==> config.mk <==
export PLATFORM = sky130hd
export DESIGN_NAME = uart_rx_fifo
export DESIGN_NICKNAME = d
export VERILOG_FILES = /design/src/rtl/uart_rx_fifo.sv
export SDC_FILE = /design/constraint.sdc
export NUM_CORES = 1
export LEC_CHECK = 0
export BUFFER_PORTS_ARGS = -buffer_cell sky130_fd_sc_hd__buf_2
export CORE_MARGIN = 5
export CORE_UTILIZATION = 45
export CTS_CLUSTER_SIZE = 8
export DETAILED_ROUTE_END_ITERATION = 7
export GPL_ROUTABILITY_DRIVEN = 0
export SYNTH_ARGS = -nofsm -noshare
export SYNTH_HDL_FRONTEND = slang
export SYNTH_SLANG_ARGS = --single-unit
==> constraint.sdc <==
create_clock -name clk_i -period 4.4 [get_ports clk_i]
set_clock_uncertainty 0.05 [all_clocks]
set_input_delay 0.66 -clock clk_i [delete_from_list [all_inputs] [get_ports clk_i]]
set_output_delay 0.66 -clock clk_i [all_outputs]
set_load 0.005 [all_outputs]
==> src/rtl/uart_rx_fifo.sv <==
// uart_rx_fifo
// Receives 8N1 bytes from an asynchronous serial line and buffers them in a
// first-word-fall-through FIFO for system logic. Bit timing comes from an
// internal clock divider (CPB = CLK_HZ/BAUD clocks per bit), so everything
// runs in the single clk_i domain.
//
// Ports:
//   clk_i       system clock, rising edge
//   rstn_i      synchronous reset, active low
//   serial_i    asynchronous RX line, idle high
//   byte_o      head-of-FIFO byte, valid while empty_o=0 (0 when empty)
//   rden_i      pop the head byte; ignored while empty
//   empty_o     FIFO holds no bytes
//   full_o      FIFO holds 2**DEPTH_LOG2 bytes
//   count_o     number of bytes held
//   frame_err_o one-cycle pulse when a stop bit is low (byte discarded)
//   overrun_o   sticky: a good byte was dropped because the FIFO was full
module uart_rx_fifo #(
  parameter int CLK_HZ     = 27000000,
  parameter int BAUD       = 115200,
  parameter int DEPTH_LOG2 = 4
) (
  input  logic                  clk_i,
  input  logic                  rstn_i,
  input  logic                  serial_i,
  output logic [7:0]            byte_o,
  input  logic                  rden_i,
  output logic                  empty_o,
  output logic                  full_o,
  output logic [DEPTH_LOG2:0]   count_o,
  output logic                  frame_err_o,
  output logic                  overrun_o
);

  localparam int CPB   = CLK_HZ / BAUD;
  localparam int TW    = (CPB > 2) ? $clog2(CPB) : 1;
  localparam int DEPTH = 1 << DEPTH_LOG2;

  localparam logic [TW-1:0]         HALF_RELOAD = TW'(CPB / 2 - 1);
  localparam logic [TW-1:0]         FULL_RELOAD = TW'(CPB - 1);
  localparam logic [DEPTH_LOG2:0]   DEPTH_CNT   = (DEPTH_LOG2 + 1)'(DEPTH);

  typedef enum logic [2:0] {
    S_IDLE,
    S_START,
    S_DATA,
    S_STOP,
    S_WAIT_HIGH
  } state_e;

  logic                    rxMeta_q;
  logic                    rxSync_q;
  state_e                  state_q, state_d;
  logic [TW-1:0]           timer_q, timer_d;
  logic [2:0]              bitIdx_q, bitIdx_d;
  logic [7:0]              shift_q, shift_d;
  logic                    frameErr_q, frameErr_d;
  logic                    push;
  logic                    pop;
  logic                    accept;
  logic                    timerDone;

  logic [7:0]              mem_q [DEPTH];
  logic [DEPTH_LOG2-1:0]   wrPtr_q;
  logic [DEPTH_LOG2-1:0]   rdPtr_q;
  logic [DEPTH_LOG2:0]     count_q;
  logic                    overrun_q;

  // Two-flop synchronizer; both stages come out of reset at the idle level
  // so reset never looks like a start bit.
  always_ff @(posedge clk_i) begin
    if (!rstn_i) begin
      rxMeta_q <= 1'b1;
      rxSync_q <= 1'b1;
    end else begin
      rxMeta_q <= serial_i;
      rxSync_q <= rxMeta_q;
    end
  end

  // Receiver state register.
  always_ff @(posedge clk_i) begin
    if (!rstn_i) begin
      state_q    <= S_IDLE;
      timer_q    <= '0;
      bitIdx_q   <= '0;
      shift_q    <= '0;
      frameErr_q <= 1'b0;
    end else begin
      state_q    <= state_d;
      timer_q    <= timer_d;
      bitIdx_q   <= bitIdx_d;
      shift_q    <= shift_d;
      frameErr_q <= frameErr_d;
    end
  end

  assign timerDone = (timer_q == '0);

  // Receiver next-state logic. The start bit is sampled half a bit period
  // after the falling edge, so every later sample lands mid-bit.
  always_comb begin
    state_d    = state_q;
    timer_d    = timer_q;
    bitIdx_d   = bitIdx_q;
    shift_d    = shift_q;
    frameErr_d = 1'b0;
    push       = 1'b0;
    case (state_q)
      S_IDLE: begin
        if (!rxSync_q) begin
          timer_d = HALF_RELOAD;
          state_d = S_START;
        end
      end
      S_START: begin
        if (!timerDone) begin
          timer_d = timer_q - TW'(1);
        end else if (rxSync_q) begin
          state_d = S_IDLE;
        end else begin
          timer_d  = FULL_RELOAD;
          bitIdx_d = 3'd0;
          state_d  = S_DATA;
        end
      end
      S_DATA: begin
        if (!timerDone) begin
          timer_d = timer_q - TW'(1);
        end else begin
          shift_d  = {rxSync_q, shift_q[7:1]};
          timer_d  = FULL_RELOAD;
          bitIdx_d = bitIdx_q + 3'd1;
          if (bitIdx_q == 3'd7) begin
            state_d = S_STOP;
          end
        end
      end
      S_STOP: begin
        if (!timerDone) begin
          timer_d = timer_q - TW'(1);
        end else if (rxSync_q) begin
          // Returning straight to idle lets a start bit that follows
          // immediately be caught on the next cycle.
          push    = 1'b1;
          state_d = S_IDLE;
        end else begin
          frameErr_d = 1'b1;
          state_d    = S_WAIT_HIGH;
        end
      end
      S_WAIT_HIGH: begin
        // A held-low line (break) must not retrigger a new frame.
        if (rxSync_q) begin
          state_d = S_IDLE;
        end
      end
      default: begin
        state_d = S_IDLE;
      end
    endcase
  end

  // A full FIFO can still take a byte when the head is popped in the same
  // cycle, since the slot being written is the one being freed.
  assign pop    = rden_i && (count_q != '0);
  assign accept = push && ((count_q != DEPTH_CNT) || pop);

  // FIFO pointers, occupancy and the sticky overrun flag.
  always_ff @(posedge clk_i) begin
    if (!rstn_i) begin
      wrPtr_q   <= '0;
      rdPtr_q   <= '0;
      count_q   <= '0;
      overrun_q <= 1'b0;
    end else begin
      if (accept) begin
        wrPtr_q <= wrPtr_q + DEPTH_LOG2'(1);
      end
      if (pop) begin
        rdPtr_q <= rdPtr_q + DEPTH_LOG2'(1);
      end
      if (accept && !pop) begin
        count_q <= count_q + (DEPTH_LOG2 + 1)'(1);
      end else if (pop && !accept) begin
        count_q <= count_q - (DEPTH_LOG2 + 1)'(1);
      end
      if (push && !accept) begin
        overrun_q <= 1'b1;
      end
    end
  end

  // FIFO storage; contents need no reset because byte_o is masked when empty.
  always_ff @(posedge clk_i) begin
    if (rstn_i && accept) begin
      mem_q[wrPtr_q] <= shift_q;
    end
  end

  assign empty_o     = (count_q == '0);
  assign full_o      = (count_q == DEPTH_CNT);
  assign count_o     = count_q;
  assign byte_o      = empty_o ? 8'h00 : mem_q[rdPtr_q];
  assign frame_err_o = frameErr_q;
  assign overrun_o   = overrun_q;

endmodule

==> results.txt, run 1 <==
- Run status: finished, final reports clean
* Initial antenna violation count: 0
- The endpoint identified for the worst register-to-register timing path is count_o[4].
- In this run the critical register-to-register path is launched from timer_q[0].
* GRT met3 Usage: 0.03860
- Register clock-pin slew on the reported worst setup and hold paths: about 0.060 ns
- The clock passes through at most 2 buffers.
* Final hold vios: 0
- When the netlist entered floorplanning its net count stood at 490.
* Remaining design rule violation count: 0
- Entering global routing, the biggest net connects 33 pins.
- Worst Reg-to-Reg Cells: 14
- For the pin with the worst max-slew slack, the measured transition is 1.125 ns.
- Fraction of registers with async set or reset after synthesis: 0
- Worst hold path cell count: 2
* Total negative slack for setup checks: 0 ns
* Area added between synthesis and finish: 13.58%
* Number of buffers inserted during clock tree synthesis: 17
- The worst setup path is captured at a flop.
- Antenna Violating Nets Remaining: 0
* Setup repair after global routing missed its margin: no
- In this run the register-to-register setup slack is just under 1 ns.
- The routed layout has 4054 vias.
* Portion of synthesized cell area occupied by the leading cell type: 0.5328
- Most numerous cell types in the synthesized netlist: 128 x sky130_fd_sc_hd__edfxtp_1, 43 x sky130_fd_sc_hd__dfxtp_1, 35 x sky130_fd_sc_hd__nor2_1, 32 x sky130_fd_sc_hd__mux4_2, 30 x sky130_fd_sc_hd__mux2i_1
* Most numerous cell in the Yosys netlist: sky130_fd_sc_hd__edfxtp_1
- The most used flip-flop cell after synthesis is sky130_fd_sc_hd__edfxtp_1.
- Cell type with the largest total area after synthesis: sky130_fd_sc_hd__edfxtp_1
* Sum of internal, switching and leakage power: approximately 0.0043 W
* First-pass iteration count of the detailed router: 5
* Number of flops mapped to enable cells by yosys: 128
- Number of fillers in the final layout: approximately 1300
- Number of instances in the synthesized netlist: 472
- The die is 136.6 um wide.
- Worst hold path type: primary input to flop
- Seq/Total Area, Yosys: 0.6521
* Total number of nets in the final design: 514
- Unique cell type count in the Yosys netlist: 65
- Total of endpoints with negative setup slack in the final report: 0
- Share of the clock period used by the worst path: 0.7776
- For the worst-skew pair, the clock arrives at the later sink with an insertion delay of 0.43 ns.
- CP Class: flop to flop
* Signal arrival time at the worst endpoint: 3.73 ns
- The number of max-slew violations in the final report was 0.
- Final min period: 3.421 ns
* Vias in the first global route: 4091
* Global Route Usage Sum: 0.1705
- Total power per unit cell area: 522.3 mW/mm^2
- FP Rows: 46
- Peak ir drop on the vdd network: 0.0003147 V
* Clock tree sinks: approximately 170
- Vias per Instance: 5.592
- Top cells by area in the synthesized netlist: sky130_fd_sc_hd__edfxtp_1 53%, sky130_fd_sc_hd__dfxtp_1 12%, sky130_fd_sc_hd__mux4_2 10%, sky130_fd_sc_hd__mux2i_1 4.2%, sky130_fd_sc_hd__ha_1 2.3%
- Std-Cell Core Area: 0.01583 mm^2
* Worst Path Max Fanout: 13
* Global-route wire length before repair: between 20000 and 25000 um
- The die is 136.6 um tall.
- The HPWL after detailed placement is 9291 um.
- Share of final-layout standard cells stronger than drive strength 1: 0.2259
- Count of H-tree levels built during CTS: 4
* TritonCTS clock tree: yes
- Headroom to the max-slew limit: 0.2489
* IO Port Bufs: 20
- 21 I/O pins were placed.
- Hold-fix buffers, CTS: 0
* Hold path start: serial_i
* Effective utilization at floorplan: 0.4558
- After global routing, the most crowded layer is met2.
- Non-filler cells, final: 725
* Cell at the root of the clock tree: sky130_fd_sc_hd__clkbuf_16
- After detailed routing, the total wire length is 14590 um.
- For this run, the number of Yosys warnings is 0.
* Summed instance area of the synthesized netlist: a little over 0.007 mm^2
- Setup repair bufs after CTS: 0
* Worst Hold Path EP: rxMeta_q
* Avg Synthesized Cell Area: 15.28 um^2
- Drt first-iter violations: 272
- Endpoint required time on the critical path: roughly 4.7 ns
* Number of placed instances, taps included: 693
- Before CTS, the worst setup slack after placement is about 1.0 ns.
- Summing all multi-input logic gate instances after layout gives ~0.0023 mm^2.
- Mean routed wirelength per cell: 20.13 um
- Met2 usage: 0.2760
- Global Route met1 Usage: 0.2265
- Across the whole layout, storage elements account for 0.004706 mm^2.
* Leak pwr: between 2 and 3 nW
- Based on the critical path, the design can be clocked at up to roughly 0.3 GHz.
- Max-cap check violation count: 0
- Count of inserted antenna diode cells: 0
- STA classifies the critical path startpoint as a flop.
- Area of the die: 0.01866 mm^2
* Post-layout worst setup margin: 0.9785 ns
- Count of cells resized by post-cts repair: 0
- Sum of overflow across all layers after global routing: 0
* Yosys reg bits: 171
-- critical path, cell delays in order (launching register included) --
cell and delay (ns):
sky130_fd_sc_hd__dfxtp_1 0.33, sky130_fd_sc_hd__inv_1 0.13, sky130_fd_sc_hd__ha_1 0.18, sky130_fd_sc_hd__nor3b_1 0.19
sky130_fd_sc_hd__buf_4 0.22, sky130_fd_sc_hd__and4_1 0.34, sky130_fd_sc_hd__nand2_2 0.23, sky130_fd_sc_hd__inv_1 0.18
sky130_fd_sc_hd__ha_1 0.19, sky130_fd_sc_hd__inv_1 0.10, sky130_fd_sc_hd__fa_1 0.41, sky130_fd_sc_hd__a21o_1 0.18
sky130_fd_sc_hd__a21oi_1 0.19, sky130_fd_sc_hd__mux2i_1 0.25, sky130_fd_sc_hd__mux2i_1 0.19
-- report_power, final --
part / internal (W) / total [W] / switching [W]
registers: 0.00175 / 0.00185 / 0.0000934
logic: 0.000436 / 0.000869 / 0.000433
clock network: 0.000964 / 0.00156 / 0.000599
total: 0.00315 / 0.00428 / 0.00113
-- cells in the final DEF (no fill, tap or decap), types with 6 or more instances in the layout --
master,n
sky130_fd_sc_hd__nand2_1,19
sky130_fd_sc_hd__inv_1,14
sky130_fd_sc_hd__nor2_1,35
sky130_fd_sc_hd__nand3_1,6
sky130_fd_sc_hd__a21oi_1,15
sky130_fd_sc_hd__ha_1,13
sky130_fd_sc_hd__nor3_1,8
sky130_fd_sc_hd__mux4_2,32
sky130_fd_sc_hd__buf_4,15
sky130_fd_sc_hd__nor4_1,6
sky130_fd_sc_hd__mux2i_1,30
sky130_fd_sc_hd__edfxtp_1,128
sky130_fd_sc_hd__clkbuf_16,17
sky130_fd_sc_hd__dfxtp_1,42
sky130_fd_sc_hd__o22ai_1,8
sky130_fd_sc_hd__buf_2,20
sky130_fd_sc_hd__a31oi_1,7
-- per-layer routing --
metal | wire length [um] | up-vias
li1 | - | 1898
met1 | 6488 | 2033
met2 | 7251 | 105
met3 | 633 | 18
met4 | 221 | 0
met5 | 0 | -
-- area by class of cell --
class / instances / area share
Inverter: 14 / 0.006413
Multi-Input combinational cell: 257 / 0.2848
Sequential cell: 171 / 0.5743
Clock inverter: 11 / 0.02061
Tap cell: 216 / 0.03298
Timing Repair Buffer: 35 / 0.02596
Clock buffer: 21 / 0.05497
-- worst max-delay path by stage --
stage / startpoint / cells past startpoint / to
2_1_floorplan: timer_q[0] / 14 / count_o[4]
3_5_place_dp: timer_q[0] / 14 / count_o[4]
4_1_cts: flop / 5 / byte_o[7]
6_report: timer_q[0] / 14 / count_o[4]
5_1_grt: timer_q[0] / 14 / count_o[4]
3_3_place_gp: timer_q[0] / 14 / count_o[4]
-- metrics by stage --
stage / util / cell area (um^2) / hold slack (ns)
global placement: 0.4786 / 7575 / 0.3417
floorplan: - / 7214 / 0.3363
global route: 0.5177 / 8194 / 0.3593
CTS: 0.5177 / 8194 / 0.3437
detailed placement: 0.4786 / 7575 / 0.3537
finish: 0.5177 / 8194 / 0.3604
-- logic make-up after synthesis --
| family | Yosys count | synth area share |
|---|---|---|
| compound gates | 65 | 0.06417 |
| xor+xnor | 7 | 0.008498 |
| fa+ha+maj | 14 | 0.02532 |
| buf+inv | 44 | 0.02619 |
| flops | 171 | 0.6521 |
| mux | 63 | 0.1431 |
| simple gates | 108 | 0.08065 |
-- state kept, by name, summed over array words and instances, names as in the netlist, 3 cells and up, named ones only --
register / count
timer_q: 8
mem_q: 128
rdPtr_q: 4
state_q: 3
shift_q: 8
count_o: 5
wrPtr_q: 4
bitIdx_q: 3
Power figures use the tool's default switching activity.
==> inputs of run 2 (changes only) <==
==> constraint.sdc (replaced) <==
create_clock -name clk_i -period 3.1 [get_ports clk_i]
set_clock_uncertainty 0.05 [all_clocks]
set_input_delay 0.465 -clock clk_i [delete_from_list [all_inputs] [get_ports clk_i]]
set_output_delay 0.465 -clock clk_i [all_outputs]
set_load 0.005 [all_outputs]
==> run 2 against run 1 <==
Effect of this change:
- setup slack worse by 0.85 ns
- largest cell class unchanged
- cell area up 1.1%
- register-to-register slack worse by 0.76 ns
- first-iteration DRC count down 0.74%
- sequential power up 41%
- non-clock buffer count up 16
- die area unchanged
- hold slack worse by 0.19 ns
- clock power up 28%
- core utilization up 0.56 points
- count of clock-buffer cells in the layout down 2
==> results.txt, run 2 (same netlist as run 1, synthesis figures left out) <==
- Vias per Instance: 5.584 (-0.13%)
* Mean routed wirelength per cell: 19.79 um (-1.7%)
- Worst hold path cell count: 2 (unchanged)
- Die Width: 136.6 um (unchanged)
- Cell at the root of the clock tree: sky130_fd_sc_hd__clkbuf_16
* Sum of internal, switching and leakage power: 0.005932 W (+39%)
- Actual slew at the worst max-slew pin: 0.6922 ns (-0.4329 ns)
* Met3 layer wire length in the routed design: 567 um (-10%)
- The total of endpoints with negative setup slack in the final report was 0 (unchanged).
- In the layout the commonest cells are 128 x sky130_fd_sc_hd__edfxtp_1, 42 x sky130_fd_sc_hd__dfxtp_1, 35 x sky130_fd_sc_hd__nor2_1.
- Peak ir drop on the vdd network: 0.0004915 V (+56%)
- Register-to-register setup slack: 0.22 ns (-0.76 ns)
* IO Port Bufs: 20 (unchanged)
- The number of cells after detailed placement is 709 (+2.3%).
- Run status: finished, final reports clean
- The number of standard-cell rows in the floorplan came to 46 (unchanged).
- Post-placement setup slack: 0.1854 ns (-0.8417 ns)
- Remaining design rule violation count: 0 (unchanged)
* Area of the die: 0.01866 mm^2 (unchanged)
* Total power per unit cell area: 716.2 mW/mm^2 (+37%)
- The number of sinks handled by clock tree synthesis is 171 (unchanged).
- The detailed router used layers up to and including met4.
- The largest registers in the layout are mem_q (128), shift_q (8), timer_q (8).
- Area added between synthesis and finish: 14.81%
- The number of diodes was 0 (unchanged).
* Via count: 4138 (+2.1%)
- The number of flip-flops in the largest register is 128 (unchanged).
* Headroom to the max-slew limit: 0.5379 (+0.2890)
- The aggregate global-route resource usage is 0.1673 (-0.003190).
* Initial antenna violation count: 0 (unchanged)
* Maximum number of pins on one net before global-route repair: 33 (unchanged)
* TritonCTS clock tree: yes
* Post-route met1 wirelength: 6837 um (+5.4%)
- The maximum level of the CTS H-tree was 4 (unchanged).
- The starting density of the core came to 0.4558 (unchanged).
- The first-pass detailed-route iteration total was 5 (unchanged).
- Std-Cell Core Area: 0.01583 mm^2 (unchanged)
- Register bank with the most flops: mem_q
- The routed design could run at a clock period as short as 2.967 ns.
* Share of final-layout standard cells stronger than drive strength 1: 0.2514 (+0.02550)
* Signal arrival time at the worst endpoint: 2.45 ns (-1.28 ns)
- The largest fanout on the critical path is 8 (-5).
* Die H: 136.6 um (unchanged)
- Worst Reg-to-Reg Cells: 11 (-3)
- Type of element capturing the critical path: primary output
* I/O pin total: 21 (unchanged)
* Routed length on met2: 7144 um (-1.5%)
- The post-detailed-routing wire length came to 14670 um (+0.51%).
* Register clock-pin slew on the reported worst setup and hold paths: 0.06 ns (about the same)
* Endpoint required time on the critical path: 2.58 ns (-2.13 ns)
- Non-filler cells, final: 741 (+2.2%)
* Worst hold-check slack: 0.1749 ns (-0.1855 ns)
- The total of max-cap violations was 0 (unchanged).
* Setup repair bufs after CTS: 0 (unchanged)
- In the finished design, the share of the clock period the worst path needs comes to 0.9572.
- Number of max-slew violations in the final report: 0 (unchanged)
- The remaining antenna violation count after routing is 0 (unchanged).
- By startpoint and endpoint, the worst setup path is classified as flop to primary output.
* Type of origin of the critical path: flop
- DP HPWL: 9424 um (+1.4%)
- Buffers from clock root to sink, at most: 2 (unchanged)
* Number of buffers inserted during clock tree synthesis: 17 (unchanged)
- The setup slack after layout came to 0.1327 ns (-0.8458 ns).
* Final hold vios: 0 (unchanged)
* Drt first-iter violations: 270 (-0.74%)
* Max Freq: between 0.3 and 0.4 GHz
- The later-pin clock latency in the skew report came to 0.42 ns (about the same).
- Global-route wire length before repair: 23160 um (-0.92%)
* Leak pwr: 2.852 nW (+2.4%)
- Worst hold path type: primary input to flop
- Total number of nets in the final design: 530 (+3.1%)
- Sum of overflow across all layers after global routing: 0 (unchanged)
- The number of global-route vias before repair came to 4145 (+1.3%).
- Commonest non-fill, non-tap cell in the layout: sky130_fd_sc_hd__edfxtp_1
==> run 2: final timing paths <==
kind                    from         end
setup / recovery  count_o[0]   byte_o[7]
hold / removal      serial_i    rxMeta_q
setup reg to reg  count_o[0]  count_o[4]
hold reg to reg     rxMeta_q    rxSync_q
==> run 2: power breakdown <==
| group | leakage [nW] | switching (W) | internal (W) | total (W) |
|---|---|---|---|---|
| clock | 0.266 | 0.000827 | 0.00118 | 0.00200 |
| sequential | 1.53 | 0.000108 | 0.00249 | 0.00260 |
| combinational | 1.05 | 0.000669 | 0.000662 | 0.00133 |
==> run 2: layer usage <==
| metal | vias up | global-route usage |
|---|---|---|
| met5 | - | 0 |
| met3 | 9 | 0.04007 |
| met4 | 0 | 0.04367 |
| li1 | 1937 | - |
| met2 | 89 | 0.2645 |
| met1 | 2103 | 0.2341 |
==> run 2: cell type report <==
type | instances | area [um^2]
Clock inverter | 13 | 126.4
Inverter | 14 | 52.55
Clock buffer | 19 | 432.9
Timing Repair Buffer | 51 | 345.3
Tap cell | 216 | 270.3
Fill cell | 1299 | 7545
Multi-Input combinational cell | 257 | 2350
Sequential cell | 171 | 4706
==> run 2: what timing repair did <==
item	4_1_cts	5_1_grt
resized for setup	0	4
endpoints found under the setup margin	0	2
hold buffers	0	0
hold endpoints to repair	0	0
==> run 2: worst max-delay path, cell delays in order (launching register included) <==
cell,delay (ns)
sky130_fd_sc_hd__dfxtp_1,0.38
sky130_fd_sc_hd__or4_1,0.60
sky130_fd_sc_hd__buf_4,0.18
sky130_fd_sc_hd__nor2_1,0.12
sky130_fd_sc_hd__or2_1,0.39
sky130_fd_sc_hd__o22ai_1,0.20
sky130_fd_sc_hd__buf_2,0.16
==> run 2: per-stage QoR <==
step	setup TNS, ns	area, um^2	utilization
2_1_floorplan	0	7214	-
3_3_place_gp	0	7707	0.4870
3_5_place_dp	0	7707	0.4870
4_1_cts	0	8267	0.5223
5_1_grt	-0.004380	8283	0.5233
6_report	0	8283	0.5233
